===== src/rtl/mmio_io_hub.sv =====
// Memory-mapped I/O hub: CPU clock-enable, hex/control registers, button debounce, run latch.
// Optional MMIO_HEX_DECODE_EN registers a 7-segment decode of the digits onto seg.
module mmio_io_hub #(
    parameter int                  ADDR_W      = 16,
    parameter int                  DATA_W      = 32,
    parameter int                  NUM_DIGITS  = 4,
    parameter int                  NUM_BUTTONS = 3,
    parameter logic [ADDR_W-1:0]   HEX_ADDR    = 16'hFFFF,
    parameter logic [ADDR_W-1:0]   CTRL_ADDR   = 16'hFFFE,
    parameter int                  DIV         = 4,
    parameter int                  DEBOUNCE    = 16
) (
    input  logic                     clock,
    input  logic                     Rst,
    input  logic [ADDR_W-1:0]        address,
    input  logic [DATA_W-1:0]        data,
    input  logic                     wren,
    output logic                     cpu_en,
    output logic [DATA_W-1:0]        rdata,
    output logic                     hit,
    output logic [4*NUM_DIGITS-1:0]  digits,
    output logic [7*NUM_DIGITS-1:0]  seg,
    input  logic [NUM_BUTTONS-1:0]   buttons,
    output logic [NUM_BUTTONS-1:0]   btn_state,
    output logic [NUM_BUTTONS-1:0]   btn_press,
    output logic                     cpu_nrst
);
    localparam int PW = (DIV > 1) ? $clog2(DIV) : 1;
    localparam int CW = (DEBOUNCE > 1) ? $clog2(DEBOUNCE) : 1;

    logic [PW-1:0]             pres_q, pres_d;
    logic                      cpu_en_q;
    logic [DATA_W-1:0]         rdata_q, rdata_d;
    logic                      hit_q, hit_d;
    logic [4*NUM_DIGITS-1:0]   digits_q;
    logic [NUM_DIGITS-1:0]     blank_q;
    logic [NUM_BUTTONS-1:0]    sync1_q, sync2_q, pressed;
    logic [NUM_BUTTONS-1:0]    btn_state_q, btn_press_q, flip;
    logic                      cpu_nrst_q;
    logic                      we;
    logic                      unused_data;

    assign unused_data = ^data;

    // cpu_en is registered, so it is computed from the count the prescaler is about to hold
    assign pres_d = (pres_q == PW'(DIV - 1)) ? '0 : pres_q + 1'b1;
    assign we     = wren & cpu_en_q;
    assign pressed = ~sync2_q;

    always_comb begin
        rdata_d = '0;
        hit_d   = 1'b0;
        if (address == HEX_ADDR) begin
            rdata_d[4*NUM_DIGITS-1:0] = digits_q;
            hit_d = 1'b1;
        end else if (address == CTRL_ADDR) begin
            rdata_d[NUM_DIGITS+NUM_BUTTONS:0] = {cpu_nrst_q, btn_state_q, blank_q};
            hit_d = 1'b1;
        end
    end

    always_ff @(posedge clock) begin
        if (Rst) begin
            pres_q      <= '0;
            cpu_en_q    <= 1'b0;
            rdata_q     <= '0;
            hit_q       <= 1'b0;
            digits_q    <= '0;
            blank_q     <= '0;
            sync1_q     <= '1;
            sync2_q     <= '1;
            btn_state_q <= '0;
            btn_press_q <= '0;
            cpu_nrst_q  <= 1'b0;
        end else begin
            pres_q      <= pres_d;
            cpu_en_q    <= (pres_d == PW'(DIV - 1));
            rdata_q     <= rdata_d;
            hit_q       <= hit_d;
            if (we && address == HEX_ADDR)
                digits_q <= data[4*NUM_DIGITS-1:0];
            if (we && address == CTRL_ADDR)
                blank_q <= data[NUM_DIGITS-1:0];
            sync1_q     <= buttons;
            sync2_q     <= sync1_q;
            btn_state_q <= btn_state_q ^ flip;
            btn_press_q <= flip & ~btn_state_q;
            // halt has priority over run when both are accepted together
            if (btn_press_q[1])
                cpu_nrst_q <= 1'b0;
            else if (btn_press_q[0])
                cpu_nrst_q <= 1'b1;
        end
    end

    genvar gi;
    generate
        for (gi = 0; gi < NUM_BUTTONS; gi++) begin : g_db
            logic [CW-1:0] cnt_q;
            logic          differ;
            assign differ   = pressed[gi] != btn_state_q[gi];
            assign flip[gi] = differ && (cnt_q == CW'(DEBOUNCE - 1));
            always_ff @(posedge clock) begin
                if (Rst)
                    cnt_q <= '0;
                else if (differ && !flip[gi])
                    cnt_q <= cnt_q + 1'b1;
                else
                    cnt_q <= '0;
            end
        end
    endgenerate

`ifdef MMIO_HEX_DECODE_EN
    function automatic logic [6:0] hex7(input logic [3:0] v);
        case (v)
            4'h0: hex7 = 7'b1000000;
            4'h1: hex7 = 7'b1111001;
            4'h2: hex7 = 7'b0100100;
            4'h3: hex7 = 7'b0110000;
            4'h4: hex7 = 7'b0011001;
            4'h5: hex7 = 7'b0010010;
            4'h6: hex7 = 7'b0000010;
            4'h7: hex7 = 7'b1111000;
            4'h8: hex7 = 7'b0000000;
            4'h9: hex7 = 7'b0010000;
            4'hA: hex7 = 7'b0001000;
            4'hB: hex7 = 7'b0000011;
            4'hC: hex7 = 7'b1000110;
            4'hD: hex7 = 7'b0100001;
            4'hE: hex7 = 7'b0000110;
            default: hex7 = 7'b0001110;
        endcase
    endfunction

    logic [7*NUM_DIGITS-1:0] seg_q, seg_d;

    generate
        for (gi = 0; gi < NUM_DIGITS; gi++) begin : g_seg
            assign seg_d[7*gi +: 7] = blank_q[gi] ? 7'b1111111 : hex7(digits_q[4*gi +: 4]);
        end
    endgenerate

    always_ff @(posedge clock) begin
        if (Rst)
            seg_q <= '1;
        else
            seg_q <= seg_d;
    end

    assign seg = seg_q;
`else
    assign seg = '1;
`endif

    assign cpu_en    = cpu_en_q;
    assign rdata     = rdata_q;
    assign hit       = hit_q;
    assign digits    = digits_q;
    assign btn_state = btn_state_q;
    assign btn_press = btn_press_q;
    assign cpu_nrst  = cpu_nrst_q;
endmodule


===== config.mk =====
export PLATFORM = sky130hd
export DESIGN_NAME = mmio_io_hub
export DESIGN_NICKNAME = d
export VERILOG_FILES = /design/src/rtl/mmio_io_hub.sv
export SDC_FILE = /design/constraint.sdc
export NUM_CORES = 1
export LEC_CHECK = 0
export ABC_AREA = 1
export CAP_MARGIN = 40
export CORE_MARGIN = 4
export CORE_UTILIZATION = 40
export DETAILED_ROUTE_END_ITERATION = 8
export PLACE_DENSITY = 0.85
export SYNTH_ARGS = -nofsm -noshare
export SYNTH_HDL_FRONTEND = slang
export SYNTH_SLANG_ARGS = --single-unit

===== constraint.sdc =====
create_clock -name clock -period 1.21 [get_ports clock]
set_input_delay 0.242 -clock clock [delete_from_list [all_inputs] [get_ports clock]]
set_output_delay 0.242 -clock clock [all_outputs]
set_load 0.01 [all_outputs]

After elaboration in Yosys (flattened, before gate mapping)
Index checks and enable logic that the tools add are counted.
- bits in registers: 81
- input bits: 54
- output and inout port bits: 85
- word-level logic and storage cells: 60
- $add $sub $neg: 4
- equality and inequality tests: 10
- muxes and demuxes: 5
- bitwise operators: 9
- reduce and logical (&&, ||, !) cells: 16
- operators with widths (kind ; count):
    16-bit equality test (second input constant) ; 2
    8-bit two-way mux ; 2
    4-bit by 1-bit adder with 4-bit output (second input constant) ; 3
    4-bit equality test (second input constant) ; 3
    2-bit OR reduction ; 5
    1-bit logical AND ; 8
    3-bit NOT ; 2
    2-bit equality test (second input constant) ; 2
    1-bit NOT ; 4
    3-bit bitwise AND ; 1
    1-bit logical NOT ; 3
    1-bit != test ; 3
    3-bit bitwise XOR ; 1
    2-bit by 1-bit adder with 2-bit output (second input constant) ; 1
    1-bit two-way mux ; 2
    2-bit two-way mux ; 1
    1-bit bitwise AND ; 1

Logic depth before layout (Yosys ltp)
Gate-level depths: netlist of the first run.
- depth in word-level cells: 7
- depth in mapped cells: 8

Worst setup path after synthesis of the first run
OpenSTA, ideal clock, no wires.
- path kind: in2reg
- start point: input address[9]
- end point: register digits_q[4], in the netlist digits[4]
- setup time: 115 ps
- arrival: 981 ps
- setup slack: 114 ps
- cell stages on the path: 8
- path buffers: 1
- cell sequence: nand2_1 -> nor2_2 -> nand2_2 -> nor2_4 -> buf_4 -> nand3_1 -> nand2_1 -> nor2_1
- word-level cells in the longest chain between the ends: 2
- ends and longest elaborated chain (what ; line ; RTL):
    from (decl) ; 15 ; input logic [ADDR_W-1:0] address,
    16-bit equality test ; 80 ; if (we && address == HEX_ADDR)
    1-bit logical AND ; 80 ;
    to (signal assigned) ; 81 ; digits_q <= data[4*NUM_DIGITS-1:0];
    to (decl) ; 35 ; logic [4*NUM_DIGITS-1:0] digits_q;
No other way between the ends.
A chain may end at the register's enable or synchronous reset.

Worst setup path in the final report of the first run
- start point: register digits_q[12], in the netlist digits[12]
- end point: output digits[12]
- RTL lines (what ; line ; RTL):
    to (decl) ; 21 ; output logic [4*NUM_DIGITS-1:0] digits,
No word-level cell between the ends.

==> results of run 1 <==
cell type report:
class                      count  area [µm²]  share of cell area (%)
clock buffer                  11         151                    3.81
clock inverter                 5        30.0                   0.756
inverter                      38         143                    3.59
multi-input combinational    240        1200                    30.3
sequential                    65        1320                    33.2
tap                           96         120                    3.03
timing repair buffer         103        1010                    25.4
where the power goes:
group,switching [mW],internal [mW],total [mW]
Sequential,0.0119,2.16,2.17
Clock,0.798,0.844,1.64
Combinational,0.176,0.151,0.327
cell families (layout without fill, tap and decap cells):
kind of cell / Yosys count / count (layout) / share of synthesized area, %
xor gates and xnor gates: 9 / 9 / 2.77
AOI/OAI and AO/OA: 28 / 28 / 5.19
DFF: 65 / 65 / 45.7
other: 2 / 44 / 0.264
and+or+nand+nor: 151 / 151 / 22.8
buffers and inverters: 96 / 157 / 19.7
adders and majority gates: 8 / 8 / 3.52
stage by stage:
| step | setup WS, ps | area, µm² |
|---|---|---|
| floorplan | 114 | 3000 |
| global placement | -369 | 3650 |
| detailed placement | -438 | 3650 |
| CTS | 1.31 | 3960 |
| global route | -44.7 | 3970 |
| finish | 18.1 | 3970 |
layer usage:
metal  wire (µm)  vias to the layer above  global-route usage, %
met1        2460                     1098                   15.2
met3         614                       21                   4.79
met5           0                        -                      0
met4         173                        0                   8.04
met2        3240                      115                   26.7
li1            -                     1211                      -
registers in the layout (all words and copies together) (netlist names):
name / cells
blank_q: 4
btn_press: 3
btn_state: 3
cpu_en: 1
cpu_nrst: 1
digits: 16
g_db.cnt_q: 12
hit: 1
pres_q: 2
rdata: 16
sync1_q: 3
sync2_q: 3
final timing paths:
path | to | startpoint | slack [ps] | cells past startpoint
min reg2reg | sync2_q[0] | sync1_q[0] | 410 | 1
max reg2reg | btn_state[2] | g_db[2].cnt_q[0] | 60 | 5
min | sync2_q[0] | sync1_q[0] | 410 | 1
max | digits[12] | digits[12] | 20 | 1
placed cells by master (no fill, tap or decap), types with 4 or more instances in the layout:
| master | n |
|---|---|
| a21oi_1 | 22 |
| a21oi_2 | 6 |
| buf_12 | 5 |
| buf_4 | 15 |
| clkbuf_2 | 10 |
| clkbuf_8 | 11 |
| clkdlybuf4s15_1 | 9 |
| clkdlybuf4s15_2 | 7 |
| clkdlybuf4s50_1 | 21 |
| conb_1 | 44 |
| dfxtp_1 | 52 |
| dfxtp_2 | 13 |
| dlygate4sd2_1 | 31 |
| ha_1 | 5 |
| inv_1 | 37 |
| nand2_1 | 50 |
| nand2_2 | 4 |
| nand3_1 | 24 |
| nor2_1 | 57 |
| or2_2 | 6 |
| xor2_1 | 6 |
what timing repair did:
action | in CTS | in global routing
gates resized for setup | 95 | 38
pin swaps | 10 | 16
gates cloned | 3 | 0
buffers inserted | 5 | 1
setup endpoints to repair | 74 | 37
==> run metrics, run 1 <==
dpl cells 534; wire per inst 11.6 µm; Max Slew Vio Count 0; fillers 583; Antenna diodes 0; most frequent cells after synthesis dfxtp_1, nor2_1, nand2_1; H-tree levels 3; final hold vios 0; gp weighted congestion 0.812; most frequent cell after synthesis dfxtp_1; Fin Clk Skew 5.60 ps; Pleak 1.78 nW; dominant synthesized flop cell dfxtp_1; synth unique cells 22; WP data required 970 ps; Final ANT Viol Nets 0; EDFF count, synth 0; dpl hpwl 4.37 mm; Synth Cell Area 0.00285 mm²; RSZ-0062 raised after global routing true; share of cells above drive strength 1 21.4%; maximum root-to-sink buffer count 2; Yosys top cell by area dfxtp_1; Root Driver clkbuf_8; CP Max Fanout 3; layout net count 519; total CTS buffers 9; final wirelength 6.49 mm; gr usage total 14.9%; Skew-Pair Late Insertion Delay 330 ps; hold slack 407 ps; Hold WC Path Type reg2reg; Synth top area share 45.7%; I/O Pins 139; Synth Register Bits 65; vias in the first global route 2297; Critical Path Max Stage Delay 380 ps; yosys warns 0; status finished clean; Initial Utilization 41.4%; cells along the critical path clkdlybuf4s15_2; Cell Rows 30; crit start category flip-flop; # DRC 0; Die X 92.4 µm; fmax 839 MHz; Final Power 4.14 mW; Iteration-0 DRC Markers 97; Tmin final 1190 ps; drt first pass iters 4; top cells by area, synth dfxtp_1, buf_4, nor2_1; P per Cell Area 1040 mW/mm²; Finish-stage setup viols 0; cell family with most CP delay flip-flops; initial antenna violation count 0; Core Area 0.00687 mm²; height of the die 92.4 µm; WP buf/inv 1; crit share post-route 98.5%; syn_area_per_cell 7.93 µm²; Post-Synthesis Cells 359; vias after detailed routing 2445; total gr overflow 0; die area 0.00853 mm²; critical path arrival 950 ps; CP Class reg2out; async set-or-reset flop fraction in the synthesized netlist 0%; number of port buffers 78; critical path capture point type primary output; clock sinks 65; final setup TNS 0 ps; largest net degree at the start of global routing 41; Non-Filler Instances 558; via-per-instance ratio 4.38; max-cap viol count 0; slowest CP cell dfxtp_1; Reg clk slew, reported paths 70 ps; Seq/Total Area, Yosys 45.7%; VDD IR max 0.417 mV; first-pass GRT wire length 10.1 mm; post-layout util 57.8%; Hold-fix buffers, CTS 0; Area Growth Syn to Fin 39.5%; CTS tree built
No activity file was read; power rests on OpenSTA's default activity.
==> run 2: changes to the inputs <==
--- a/config.mk
+++ b/config.mk
@@ -7,10 +7,10 @@
 export LEC_CHECK = 0
 export ABC_AREA = 1
 export CAP_MARGIN = 40
-export CORE_MARGIN = 4
-export CORE_UTILIZATION = 40
+export CORE_MARGIN = 8
+export CORE_UTILIZATION = 39
 export DETAILED_ROUTE_END_ITERATION = 8
-export PLACE_DENSITY = 0.85
+export PLACE_DENSITY = 0.84
 export SYNTH_ARGS = -nofsm -noshare
 export SYNTH_HDL_FRONTEND = slang
 export SYNTH_SLANG_ARGS = --single-unit
==> run metrics, run 2 (same netlist as run 1, synthesis figures left out) <==
final hold vios 0 (unchanged); WP buf/inv 1 (unchanged); fmax 852 MHz (was 839 MHz); H-tree levels 3 (unchanged); cell family with most CP delay flip-flops (unchanged); layout net count 523 (was 519); die area 0.0103 mm² (was 0.00853 mm²); share of cells above drive strength 1 20.8% (was 21.4%); Antenna diodes 0 (unchanged); Sw Share 21.8% (was 23.8%); status finished clean (unchanged); crit share post-route 97.0% (was 98.5%); clock power share 41.1% (was 39.6%); Initial Utilization 39.7% (was 41.4%); VDD IR max 0.557 mV (was 0.417 mV); Cell Rows 31 (was 30); initial antenna violation count 0 (unchanged); Hold-fix buffers, CTS 0 (unchanged); dpl hpwl 4.96 mm (was 4.37 mm); via-per-instance ratio 4.26 (was 4.38); max-cap viol count 0 (unchanged); WP data required 970 ps (about the same); first-pass GRT wire length 10.6 mm (was 10.1 mm); Iteration-0 DRC Markers 33 (was 97); Die X 101 µm (was 92.4 µm); min-delay src sync1_q[0] (unchanged); most common cell after layout, fill and taps aside nor2_1 (unchanged); Power Internal 3.32 mW (was 3.16 mW); clock sinks 65 (unchanged); Max Slew Vio Count 0 (unchanged); Root Driver clkbuf_8 (unchanged); Core Area 0.00718 mm² (was 0.00687 mm²); vias after detailed routing 2407 (was 2445); slowest CP cell dfxtp_1 (unchanged); drt first pass iters 4 (unchanged); Final ANT Viol Nets 0 (unchanged); CP Max Fanout 2 (was 3); Hold WC Path Type reg2reg (unchanged); cells along the critical path clkdlybuf4s15_1 (was clkdlybuf4s15_2); final wirelength 6.59 mm (was 6.49 mm); Skew-Pair Late Insertion Delay 330 ps (about the same); total CTS buffers 9 (unchanged); CTS tree built (unchanged); critical path capture point type primary output (unchanged); critical path arrival 930 ps (was 950 ps); Tmin final 1170 ps (was 1190 ps); Reg clk slew, reported paths 60 ps (was 70 ps); number of port buffers 78 (unchanged); Seq pwr share 51.3% (was 52.5%); total gr overflow 0 (unchanged); Critical Path Max Stage Delay 340 ps (was 380 ps); largest net degree at the start of global routing 41 (unchanged); Pleak 1.80 nW (was 1.78 nW); switching power 0.926 mW (was 0.987 mW); combinational fraction of design power 7.7% (was 7.9%); RSZ-0062 raised after global routing false (was true); CP Class reg2out (unchanged); PnR worst setup slack 35.9 ps (was 18.1 ps); P per Cell Area 1060 mW/mm² (was 1040 mW/mm²); wire per inst 11.7 µm (was 11.6 µm); RR Startpoint g_db[1].cnt_q[0] (was g_db[2].cnt_q[0]); # DRC 0 (unchanged); Area Growth Syn to Fin 40.3% (was 39.5%); gp weighted congestion 0.767 (was 0.812); CP Launch Point digits[11] (was digits[12]); hold slack 410 ps (was 407 ps); Finish-stage setup viols 0 (unchanged); gr usage total 13.0% (was 14.9%); maximum root-to-sink buffer count 2 (unchanged); crit start category flip-flop (unchanged); I/O Pins 139 (unchanged); vias in the first global route 2399 (was 2297); commonest cells after routing, fill and taps aside nor2_1, nand2_1, dfxtp_1, conb_1, inv_1 (was nor2_1, dfxtp_1, nand2_1, conb_1, inv_1); Place WS -441 ps (was -438 ps); Fin Clk Skew 2.64 ps (was 5.60 ps); height of the die 101 µm (was 92.4 µm)
## run 2: worst paths after layout
kind	slack, ps	cells past startpoint	end
worst min-delay path	410	1	sync2_q[0]
worst min register to register	410	1	sync2_q[0]
worst max-delay path	40	1	digits[11]
worst max register to register	90	5	btn_state[1]
## run 2: layout make-up
type                       instances  area, µm²
clock buffer                      13        149
clock inverter                     3       40.0
fill                             659       3180
inverter                          38        143
multi-input combinational        240       1180
sequential                        65       1320
tap                               99        124
timing repair buffer             107       1040
## run 2: what timing repair did
item / 4_1_cts / 5_1_grt
setup endpoints to repair: 74 / 43
endpoints found under the hold margin: 0 / 0
resized for setup: 91 / 32
cloned: 2 / 0
setup buffers: 5 / 1
pin swaps: 16 / 3
## run 2: power groups by stage
stage	logic [mW]	clock network [mW]	registers, mW
2_1_floorplan	0.266	0	2.22
3_3_place_gp	0.328	0	2.22
3_5_place_dp	0.336	0	2.22
4_1_cts	0.321	1.79	2.17
5_1_grt	0.366	1.88	2.18
6_report	0.325	1.74	2.18
## run 2: through the flow
| stage | area, µm² | instances | utilization (%) | TNS, ps | power (mW) |
|---|---|---|---|---|---|
| after floorplan | 3000 | 401 | - | 0 | 2.49 |
| after global placement | 3700 | 542 | 51.6 | -16340 | 2.55 |
| after detailed placement | 3700 | 542 | 51.6 | -18010 | 2.56 |
| after CTS | 3980 | 565 | 55.5 | 0 | 4.29 |
| after global routing | 3990 | 565 | 55.6 | 0 | 4.43 |
| final | 3990 | 565 | 55.6 | 0 | 4.24 |
## run 2: per-layer routing
metal  wire, µm  global-route usage [%]
met1       2660                    13.9
met2       3160                    22.4
met3        597                    4.12
met4        167                    6.87
met5          0                       0
==> run 3: changes to the inputs <==
--- a/config.mk
+++ b/config.mk
@@ -7,10 +7,13 @@
 export LEC_CHECK = 0
 export ABC_AREA = 1
 export CAP_MARGIN = 40
+export CELL_PAD_IN_SITES_DETAIL_PLACEMENT = 0
+export CELL_PAD_IN_SITES_GLOBAL_PLACEMENT = 1
+export CORE_ASPECT_RATIO = 0.9
 export CORE_MARGIN = 8
-export CORE_UTILIZATION = 39
+export CORE_UTILIZATION = 28
 export DETAILED_ROUTE_END_ITERATION = 8
-export PLACE_DENSITY = 0.84
+export PLACE_DENSITY = 0.86
 export SYNTH_ARGS = -nofsm -noshare
 export SYNTH_HDL_FRONTEND = slang
 export SYNTH_SLANG_ARGS = --single-unit
==> run metrics, run 3 (same netlist as run 1, synthesis figures left out) <==
status finished clean (unchanged); maximum root-to-sink buffer count 2 (unchanged); vias in the first global route 2371 (was 2399); multi-input logic area 0.00119 mm² (was 0.00118 mm²); initial antenna violation count 0 (unchanged); final hold vios 0 (unchanged); CP Max Fanout 3 (was 2); switching power 1.11 mW (was 0.926 mW); Die X 122 µm (was 101 µm); reg-to-reg setup timing slack 100 ps (was 90 ps); crit start category flip-flop (unchanged); WP buf/inv 1 (unchanged); gr usage total 10.3% (was 13.0%); Pleak 1.88 nW (was 1.80 nW); critical path capture point type primary output (unchanged); slowest CP cell dfxtp_1 (unchanged); commonest cells after routing, fill and taps aside nor2_1, dfxtp_1, nand2_1, conb_1 (was nor2_1, nand2_1, dfxtp_1, conb_1, inv_1); Area Growth Syn to Fin 46.6% (was 40.3%); final setup TNS 0 ps (unchanged); Antenna diodes 0 (unchanged); Reg clk slew, reported paths 60 ps (about the same); Critical Path Max Stage Delay 370 ps (was 340 ps); CTS tree built (unchanged); clock power share 52.8% (was 41.1%); via-per-instance ratio 3.94 (was 4.26); CP Launch Point digits[3] (was digits[11]); Core Area 0.0101 mm² (was 0.00718 mm²); Iteration-0 DRC Markers 84 (was 33); Hold WC Path Type reg2reg (unchanged); Hold-fix buffers, CTS 0 (unchanged); drt first pass iters 4 (unchanged); layout net count 521 (was 523); hold slack 405 ps (was 410 ps); number of port buffers 78 (unchanged); cells along the critical path clkdlybuf4s15_2 (was clkdlybuf4s15_1); Tmin final 1180 ps (was 1170 ps); WP data required 970 ps (about the same); final wirelength 6.94 mm (was 6.59 mm); Max Slew Vio Count 0 (unchanged); height of the die 112 µm (was 101 µm); min-delay src sync1_q[0] (unchanged); Power Internal 4.17 mW (was 3.32 mW); crit share post-route 97.4% (was 97.0%); total gr overflow 0 (unchanged); Finish-stage setup viols 0 (unchanged); wire per inst 11.7 µm (about the same); H-tree levels 3 (unchanged); die area 0.0137 mm² (was 0.0103 mm²); Sw Share 21.0% (was 21.8%); Final ANT Viol Nets 0 (unchanged); P per Cell Area 1270 mW/mm² (was 1060 mW/mm²); Cell Rows 35 (was 31); Initial Utilization 28.3% (was 39.7%); # DRC 0 (unchanged); combinational fraction of design power 6.0% (was 7.7%); total CTS buffers 9 (unchanged); cell family with most CP delay flip-flops (unchanged); Seq pwr share 41.2% (was 51.3%); clock sinks 65 (unchanged); largest net degree at the start of global routing 41 (unchanged); RR Startpoint btn_state[0] (was g_db[1].cnt_q[0]); max-cap viol count 0 (unchanged); vias after detailed routing 2337 (was 2407); Fin Clk Skew 5.27 ps (was 2.64 ps); critical path arrival 940 ps (was 930 ps); fillers 1060 (was 659); CP Class reg2out (unchanged); gp weighted congestion 0.669 (was 0.767); first-pass GRT wire length 11.2 mm (was 10.6 mm); Reg area 0.00131 mm² (was 0.00132 mm²); Root Driver clkbuf_16 (was clkbuf_8); most common cell after layout, fill and taps aside nor2_1 (unchanged); Skew-Pair Late Insertion Delay 320 ps (was 330 ps); VDD IR max 0.587 mV (was 0.557 mV); share of cells above drive strength 1 20.7% (was 20.8%); fmax 848 MHz (was 852 MHz); dpl hpwl 5.30 mm (was 4.96 mm); I/O Pins 139 (unchanged)
## run 3: cell types whose count changed in the layout (fill, tap and decap cells not counted), moves of 3 or more
cell	previous run	this run
clkbuf_16	0	9
buf_4	21	17
clkbuf_1	3	0
dfxtp_2	15	10
clkdlybuf4s15_1	6	3
clkbuf_8	10	1
a21oi_1	26	23
dfxtp_1	50	55
a21oi_2	2	5
dlygate4sd2_1	35	38
## run 3: path summary, 6_finish.rpt
kind | endpoint | cells after the start
max | digits[3] | 1
min reg2reg | sync2_q[0] | 1
max reg2reg | btn_state[0] | 5
min | sync2_q[0] | 1
## run 3: final cells by class
cell class | instances | share of cell area, %
flip-flops and latches | 65 | 31.5
multi-input cells | 240 | 28.4
repair buffers | 105 | 24.9
clock buffers | 10 | 5.73
well taps | 129 | 3.87
inverters | 38 | 3.42
clock inverters | 6 | 2.16
## run 3: worst reg2reg max path, cell delays in order, from the launching register on
cell and delay [ps]:
dfxtp_2 330, buf_6 120, xor2_2 170, nor2_2 60, ha_1 290, nor2_1 80
## run 3: through the flow
stage	util [%]	cells	total power [mW]	setup WS [ps]	instance area (µm²)
detailed placement	37.3	572	2.55	-438	3750
global placement	37.3	572	2.55	-412	3750
global route	41.4	593	5.50	-8.34	4170
floorplan	-	401	2.49	114	3000
CTS	41.1	592	5.35	0.837	4140
finish	41.4	593	5.28	31.4	4170
## run 3: power groups by stage
| stage | Combinational [mW] | Sequential (mW) | Clock (mW) |
|---|---|---|---|
| global placement | 0.328 | 2.22 | 0 |
| CTS | 0.314 | 2.18 | 2.86 |
| finish | 0.319 | 2.18 | 2.79 |
| global route | 0.358 | 2.18 | 2.96 |
| detailed placement | 0.332 | 2.22 | 0 |
| floorplan | 0.266 | 2.22 | 0 |
## run 3: routing by layer
layer	global-route usage (%)	wire length, µm
met1	11.2	2890
met2	17.4	3420
met3	4.96	550
met4	2.92	77
met5	0	0
## run 3: timing repair
action | CTS | global route
setup buffers | 2 | 1
setup endpoints to repair | 77 | 25
resized for setup | 88 | 29
pin swaps | 15 | 6
gates cloned | 2 | 0
